File: src/rtl/riscv_ex_tag_unit.sv
// riscv_ex_tag_unit
//   EX-stage DIFT tag unit. Captures the per-instruction tag enables, operand
//   tags and policy mode from ID, folds the two operand tags into one result
//   tag, and either writes it to the tag register file (non-stores) or sends
//   it to tag memory over a req/gnt/rvalid handshake (stores). EX stalls
//   while a store handshake is outstanding.
//
//   Optional feature macro: DIFT_STORE_ADDR_CHECK_EN
//     When defined, a store whose address operand tag is set and whose
//     check_addr flag is set is blocked. In that case tag_exception_o pulses
//     for one cycle and no memory request is made.
//     When undefined, check_addr_i is ignored and tag_exception_o is 0.
//
// Ports
//   clk, rst_n        clock, asynchronous active-low reset
//   id_valid_i        ID presents an instruction
//   ex_ready_o        EX can accept (transfer on id_valid_i & ex_ready_o)
//   flush_i           kill the non-store held in EX
//   enable_a_i/_b_i   use operand-A / operand-B tag
//   is_store_i        instruction is a store
//   tag_rs1_i/_rs2_i  operand tags
//   tag_mode_i        combine mode: 00 OR, 01 AND, 10 XOR, 11 clear
//   rf_we_i, rf_waddr_i  destination register write enable / address
//   data_addr_i       store effective address
//   check_addr_i      trap on tainted store address (macro builds only)
//   tag_rf_*_o        WB tag register-file write port
//   tag_req_o, tag_gnt_i, tag_rvalid_i, tag_addr_o, tag_wdata_o
//                     tag-memory write handshake
//   tag_exception_o   tag-policy violation
module riscv_ex_tag_unit #(
  parameter int TAG_WIDTH      = 1,
  parameter int ADDR_WIDTH     = 32,
  parameter int REG_ADDR_WIDTH = 6
) (
  input  logic                      clk,
  input  logic                      rst_n,
  input  logic                      id_valid_i,
  output logic                      ex_ready_o,
  input  logic                      flush_i,
  input  logic                      enable_a_i,
  input  logic                      enable_b_i,
  input  logic                      is_store_i,
  input  logic [TAG_WIDTH-1:0]      tag_rs1_i,
  input  logic [TAG_WIDTH-1:0]      tag_rs2_i,
  input  logic [1:0]                tag_mode_i,
  input  logic                      rf_we_i,
  input  logic [REG_ADDR_WIDTH-1:0] rf_waddr_i,
  input  logic [ADDR_WIDTH-1:0]     data_addr_i,
  input  logic                      check_addr_i,
  output logic                      tag_rf_we_o,
  output logic [REG_ADDR_WIDTH-1:0] tag_rf_waddr_o,
  output logic [TAG_WIDTH-1:0]      tag_rf_wdata_o,
  output logic                      tag_req_o,
  input  logic                      tag_gnt_i,
  input  logic                      tag_rvalid_i,
  output logic [ADDR_WIDTH-1:0]     tag_addr_o,
  output logic [TAG_WIDTH-1:0]      tag_wdata_o,
  output logic                      tag_exception_o
);

  typedef enum logic [1:0] {
    ST_IDLE = 2'b00,
    ST_REQ  = 2'b01,
    ST_WAIT = 2'b10
  } st_t;

  function automatic logic [TAG_WIDTH-1:0] combine_tag(
    input logic [1:0]           mode,
    input logic [TAG_WIDTH-1:0] a,
    input logic [TAG_WIDTH-1:0] b
  );
    logic [TAG_WIDTH-1:0] r;
    case (mode)
      2'b00:   r = a | b;
      2'b01:   r = a & b;
      2'b10:   r = a ^ b;
      default: r = '0;
    endcase
    return r;
  endfunction

  st_t                       state_p1;
  logic                      vld_p1;
  logic                      en_a_p1;
  logic                      en_b_p1;
  logic                      store_p1;
  logic [TAG_WIDTH-1:0]      rs1_p1;
  logic [TAG_WIDTH-1:0]      rs2_p1;
  logic [1:0]                mode_p1;
  logic                      rf_we_p1;
  logic [REG_ADDR_WIDTH-1:0] rf_waddr_p1;
  logic [ADDR_WIDTH-1:0]     addr_p1;

  logic [TAG_WIDTH-1:0]      op_a;
  logic [TAG_WIDTH-1:0]      op_b;
  logic [TAG_WIDTH-1:0]      res;
  logic                      store_live;
  logic                      addr_block;
  logic                      req;
  logic                      exc;
  logic                      ready;
  logic                      capture;

  // ---- EX stage (p1): operand select and tag combine ----
  assign op_a       = en_a_p1 ? rs1_p1 : '0;
  assign op_b       = en_b_p1 ? rs2_p1 : '0;
  assign res        = combine_tag(mode_p1, op_a, op_b);
  assign store_live = vld_p1 & store_p1;
  assign capture    = id_valid_i & ready;

`ifdef DIFT_STORE_ADDR_CHECK_EN
  logic check_p1;

  always_ff @(posedge clk or negedge rst_n) begin
    if (!rst_n) begin
      check_p1 <= 1'b0;
    end else if (capture) begin
      check_p1 <= check_addr_i;
    end
  end

  assign addr_block = store_live & check_p1 & (|op_a);
`else
  logic unused_check_addr;
  assign unused_check_addr = check_addr_i;
  assign addr_block        = 1'b0;
`endif

  // req is raised in the first EX cycle of a store, so the stall begins there.
  // In WAIT, rvalid releases EX in the same cycle so ID can hand over the next
  // instruction without a bubble.
  always_comb begin
    req   = 1'b0;
    exc   = 1'b0;
    ready = 1'b1;
    case (state_p1)
      ST_IDLE: begin
        if (store_live) begin
          if (addr_block) begin
            exc = 1'b1;
          end else begin
            req   = 1'b1;
            ready = 1'b0;
          end
        end
      end
      ST_REQ: begin
        req   = 1'b1;
        ready = 1'b0;
      end
      ST_WAIT: begin
        ready = tag_rvalid_i;
      end
      default: begin
        ready = 1'b1;
      end
    endcase
  end

  assign ex_ready_o      = ready;
  assign tag_req_o       = req;
  assign tag_addr_o      = req ? addr_p1 : '0;
  assign tag_wdata_o     = req ? res : '0;
  assign tag_exception_o = exc;

  // Flush only affects non-stores; a store that has raised req runs to completion.
  assign tag_rf_we_o    = vld_p1 & ~store_p1 & rf_we_p1 & ~flush_i;
  assign tag_rf_waddr_o = rf_waddr_p1;
  assign tag_rf_wdata_o = res;

  // ---- ID -> EX boundary: capture registers and store handshake FSM ----
  always_ff @(posedge clk or negedge rst_n) begin
    if (!rst_n) begin
      state_p1    <= ST_IDLE;
      vld_p1      <= 1'b0;
      en_a_p1     <= 1'b0;
      en_b_p1     <= 1'b0;
      store_p1    <= 1'b0;
      rs1_p1      <= '0;
      rs2_p1      <= '0;
      mode_p1     <= 2'b00;
      rf_we_p1    <= 1'b0;
      rf_waddr_p1 <= '0;
      addr_p1     <= '0;
    end else begin
      if (ready) begin
        vld_p1 <= id_valid_i;
      end
      if (capture) begin
        en_a_p1     <= enable_a_i;
        en_b_p1     <= enable_b_i;
        store_p1    <= is_store_i;
        rs1_p1      <= tag_rs1_i;
        rs2_p1      <= tag_rs2_i;
        mode_p1     <= tag_mode_i;
        rf_we_p1    <= rf_we_i;
        rf_waddr_p1 <= rf_waddr_i;
        addr_p1     <= data_addr_i;
      end
      case (state_p1)
        ST_IDLE: begin
          if (store_live && !addr_block) begin
            state_p1 <= tag_gnt_i ? ST_WAIT : ST_REQ;
          end
        end
        ST_REQ: begin
          if (tag_gnt_i) begin
            state_p1 <= ST_WAIT;
          end
        end
        ST_WAIT: begin
          // A grant seen here is ignored; the rvalid completes the current store.
          if (tag_rvalid_i) begin
            state_p1 <= ST_IDLE;
          end
        end
        default: begin
          state_p1 <= ST_IDLE;
        end
      endcase
    end
  end

endmodule

File: config.mk
export PLATFORM = sky130hd
export DESIGN_NAME = riscv_ex_tag_unit
export DESIGN_NICKNAME = d
export VERILOG_FILES = /design/src/rtl/riscv_ex_tag_unit.sv
export SDC_FILE = /design/constraint.sdc
export NUM_CORES = 1
export LEC_CHECK = 0
export BUFFER_PORTS_ARGS = -buffer_cell sky130_fd_sc_hd__buf_4
export CORE_MARGIN = 5
export CORE_UTILIZATION = 47
export CTS_CLUSTER_DIAMETER = 30
export DETAILED_ROUTE_END_ITERATION = 10
export GPL_TIMING_DRIVEN = 0
export PLACE_DENSITY_LB_ADDON = 0.2
export SLEW_MARGIN = 20
export SYNTH_ARGS = -nofsm -noshare
export SYNTH_HDL_FRONTEND = slang
export SYNTH_SLANG_ARGS = --single-unit
File: constraint.sdc
create_clock -name clk -period 2.1 [get_ports clk]
set_clock_uncertainty 0.15 [all_clocks]
set_input_delay 0.21 -clock clk [delete_from_list [all_inputs] [get_ports clk]]
set_output_delay 0.21 -clock clk [all_outputs]
set_load 0.01 [all_outputs]
Word-level counts from Yosys, hierarchy flattened:

Cells that the tools add are included.

* flip-flop bits (word level): 49
* input port bits: 53
* word-level logic and storage cells: 45

* reductions and logical operators: 3
* bitwise operators: 10
* equality and inequality tests: 7
* muxes and demuxes: 14

Operators with widths (count)
* $mux W32: 1
* $mux W2: 4
* $and A1 B1 Y1: 6
* $ne A2 B2 Y1 const B: 3
* $pmux W1 S3: 2
* $pmux W2 S3: 1
* $mux W1: 5
* $eq A2 B1 Y1 const B: 2
* $eq A2 B2 Y1 const B: 2
* $logic_not A2 Y1: 2
* $reduce_and A3 Y1: 1
* $not A1 Y1: 2
* $pmux W1 S2: 1
* $or A1 B1 Y1: 1
* $xor A1 B1 Y1: 1

Depth between registers and ports, before layout:

* word-level depth: 4
* depth in mapped cells: 6

Worst setup path after synthesis:

Ideal clock, no wire load.

* path kind: register to register
* from: register store_p1
* to: register addr_p1[25]
* stages on the path, launching flop included: 6
* setup time: 125 ps
* data arrival time: 1450 ps
* period minus slack after synthesis: 1726 ps
* required time: 1825 ps
* setup slack: 374 ps
* path through: dfrtp_1 a211o_1 a21bo_2 buf_6 buf_6 mux2_4

* longest elaborated chain between the ends: 4

Ends and longest elaborated chain
* start, declared: line 86 `logic store_p1;`
* start signal, assigned: line 192 `store_p1 <= is_store_i;`
* $and A1 B1 Y1: line 108 `assign store_live = vld_p1 & store_p1;`
* $mux W1: line 138 `if (store_live) begin`
* $pmux W1 S3: line 136 `case (state_p1)`
* $and A1 B1 Y1: line 109 `assign capture = id_valid_i & ready;`
* end signal, assigned: line 198 `addr_p1 <= data_addr_i;`
* end, declared: line 92 `logic [ADDR_WIDTH-1:0] addr_p1;`

No other way between the ends.
A chain may end at the register's enable or synchronous reset.

Final worst setup path:

* from: register store_p1
* to: output port tag_addr_o[10]

* longest elaborated chain between the ends: 4

Ends and longest elaborated chain
* $and A1 B1 Y1: line 108
* $mux W1: line 138
* $pmux W1 S2: line 136
* $mux W32: line 162 `assign tag_addr_o = req ? addr_p1 : '0;`
* end, declared: line 56 `output logic [ADDR_WIDTH-1:0] tag_addr_o,`

No other way between the ends.

==> results.py <==
metrics = {
    "final_layout": {
        "final_common_cell": "buf_4",
        "fin_area_um2": 3615,
        "nFillCells": 324,
        "antenna_cells": 0,
        "layout-drive-gt1-share": 0.5049,
        "syn_to_final_growth_pct": 59.53,
        "layout.nets": 364,
        "layout_common_cells": "95 x buf_4, 49 x dfrtp_1, 48 x dlygate4sd3_1, 33 x and2_1, 29 x mux2_4",
    },
    "clock_tree": {
        "clk_pin_slew_ps": 80,
        "clockRootBuffer": "clkbuf_8",
        "cts_tree": "built",
        "cts_setup_buffers": 0,
        "clk_latency_ps": 300,
        "htree_levels": 2,
        "clock_sinks": 49,
        "cts_buffers": 5,
        "clockBufferDepth": 2,
    },
    "critical_path": {
        "reg2reg_depth": 5,
        "cpMaxStageDelayCell": "dfrtp_1",
        "crit_path_start_kind": "flip-flop",
        "end_kind": "primary output",
        "arrival_ps": 1730,
        "worstPathRequired_ps": 1740,
        "crit_start": "store_p1$_DFFE_PN0P_",
        "reg2reg_slack_ps": 280,
        "path_max_fanout": 10,
        "critical_path_class": "flip-flop to primary output",
        "r2r_start": "store_p1$_DFFE_PN0P_",
        "max_stage_delay_ps": 400,
        "crit_chain": "a21oi_1 > nor2_2 > clkbuf_1 > and2_1 > buf_4",
        "r2r-end": "addr_p1[25]$_DFFE_PN0P_",
    },
    "die": {
        "pin_count": 97,
        "core_area_um2": 4692,
        "die_area_um2": 6310,
        "dieHeight_um": 79.44,
        "floorplan.initialDensity": 0.4829,
        "rows": 25,
        "chipWidth_um": 79.44,
    },
    "route": {
        "antenna_left": 0,
        "avgViaCountPerCell": 4.691,
        "wl_met2_mm": 2.734,
        "drc_errors": 0,
        "drtPass1Iterations": 3,
        "routed.top_layer": "met4",
        "drt-initial-drc-count": 26,
        "wl_per_cell_um": 14.63,
        "wl_met1_mm": 2.143,
        "vias": 1703,
        "wirelength_mm": 5.309,
        "wl_met3_um": 366,
    },
    "power_and_ir_drop": {
        "power_uw": 4701,
        "p_sw_frac": 0.3208,
        "p_leak_uw": 0.001831,
        "internal_power_uw": 3193,
        "peakVddDrop_uv": 705.4,
        "power.switching_uw": 1508,
        "comb_power_share": 0.525,
        "p_clk_frac": 0.118,
        "seqPwrFrac": 0.357,
        "pwr_density_cell_nw_per_um2": 1301,
    },
    "sta": {
        "timing.fmax_mhz": 478.4,
        "finalHoldViolCount": 0,
        "rsz0062_at_grt": "yes",
        "worst_pin_slew_ps": 615.3,
        "relSlewSlack": 0.5898,
        "period_share": 0.9953,
        "setup_viol": 0,
        "whs_ps": 130.3,
        "period_minus_slack_ps": 2090,
        "finalMaxSlewViolations": 0,
    },
    "run_status": {
        "status": "finished, final reports clean",
    },
    "min_path": {
        "holdPathStages": 4,
        "hold_path.class": "input pin to flip-flop",
        "whs_endpoint": "state_p1[1]$_DFFE_PN0P_",
        "min-delay-start": "tag_rvalid_i",
    },
    "global_routing": {
        "grt-ovfl-total": 0,
        "grt_max_degree": 50,
        "grtUsageTotal": 0.1787,
        "grt_pass1_wl_mm": 8.700,
        "antenna_found_initial": 0,
        "grt_pass1_vias": 1803,
    },
    "synthesis": {
        "synth_top_cell_by_area": "dfrtp_1",
        "yosysWarnings": 0,
        "synth-seq-cells": 49,
        "avgSynthCellArea_um2": 14.16,
        "yosysTopAreaCellShare": 0.5411,
        "synth_cells": 160,
        "syn_nets": 215,
        "ys_seq_area_frac": 0.5411,
        "syn_area_um2": 2266,
        "ys_types": 22,
        "synth_area_leaders": "dfrtp_1 54%, mux2_4 19%, and2_1 9.1%",
    },
    "place": {
        "gp_congestion": 0.7191,
        "placed_area_um2": 3039,
        "io_buffer_count": 94,
        "dp_hpwl_mm": 3.600,
    },
    "run": {
        "maxCapViolCount": 0,
    },
}
## cell families (layout without fill, tap and decap cells)
logic type,after synthesis,after routing,synth area share
mux,46,46,0.2766
fa+ha+maj,2,2,0.01104
simple gates,44,44,0.1160
other cells,1,1,0.001655
buf+inv,12,161,0.03534
compound gates,6,6,0.01822
flops,49,49,0.5411
## critical path, delay by kind of cell (launching register included)
kind	cells	cell delay, ps
simple gates	2	450
buf+inv	2	460
flops	1	400
compound gates	1	110
## cell type report
type                            instances  area (µm²)  share of cell area
Tap cell                               54       67.56             0.01869
Sequential cell                        49        1226              0.3392
Multi-Input combinational cell         99       967.2              0.2676
Buffer                                  9       70.07             0.01938
Clock buffer                            7       86.33             0.02388
Timing Repair Buffer                  142        1186              0.3281
Inverter                                3       11.26            0.003115
## flip-flops by register name, indices dropped and copies added, names as in the netlist
| name | flops |
|---|---|
| store_p1 | 1 |
| rs1_p1 | 1 |
| en_b_p1 | 1 |
| en_a_p1 | 1 |
| tag_rf_waddr_o | 6 |
| mode_p1 | 2 |
| rs2_p1 | 1 |
| vld_p1 | 1 |
| rf_we_p1 | 1 |
| addr_p1 | 32 |
| state_p1 | 2 |
## per-stage QoR
stage	setup WS, ps	std cells	util	TNS, ps
2_1_floorplan	374.4	160	-	0
3_3_place_gp	222.6	308	0.6477	0
3_5_place_dp	236.7	308	0.6477	0
4_1_cts	13.19	362	0.7669	0
5_1_grt	-118.6	363	0.7704	-2039
6_report	9.795	363	0.7704	0
## per-layer routing
metal,global-route usage,vias up
li1,-,827
met1,0.2145,814
met2,0.3080,54
met3,0.05079,8
met4,0.05670,0
met5,0,-
## worst max path at each step
| stage | to | slack [ps] | cells past startpoint |
|---|---|---|---|
| 3_3_place_gp | tag_addr_o[9] | 220 | 5 |
| 2_1_floorplan | addr_p1[25]$_DFFE_PN0P_ | 370 | 5 |
| 6_report | tag_addr_o[10] | 10 | 5 |
| 4_1_cts | tag_addr_o[23] | 10 | 5 |
| 3_5_place_dp | tag_addr_o[23] | 240 | 5 |
| 5_1_grt | tag_addr_o[18] | -120 | 5 |
## synthesized netlist by cell type
master    instances
a21bo_2           1
nor3_1            1
nor2b_1           2
a211o_1           1
inv_1             3
buf_6             4
o31ai_1           1
ha_1              2
a21oi_1           1
and2_1           33
nor4b_1           1
clkbuf_1          3
o21ai_0           2
mux2_4           29
buf_4             1
conb_1            1
mux2_2           17
nand3b_1          1
buf_2             1
nor2_1            3
dfrtp_1          49
nand2_1           3
## power groups by stage
stage / Clock [µW] / Sequential, µW / Combinational (µW)
after global routing: 618 / 1740 / 2660
after floorplan: 0 / 1640 / 1520
after detailed placement: 0 / 1690 / 2390
final: 554 / 1680 / 2470
after CTS: 570 / 1680 / 2470
after global placement: 0 / 1670 / 2350
## what timing repair did
| item | 4_1_cts | 5_1_grt |
|---|---|---|
| cloned | 0 | 0 |
| setup endpoints to repair | 29 | 30 |
| resized for setup | 1 | 4 |
| hold endpoints to repair | 96 | 1 |
| hold buffers | 47 | 1 |
Note: power is estimated with default switching activity, not from simulation.
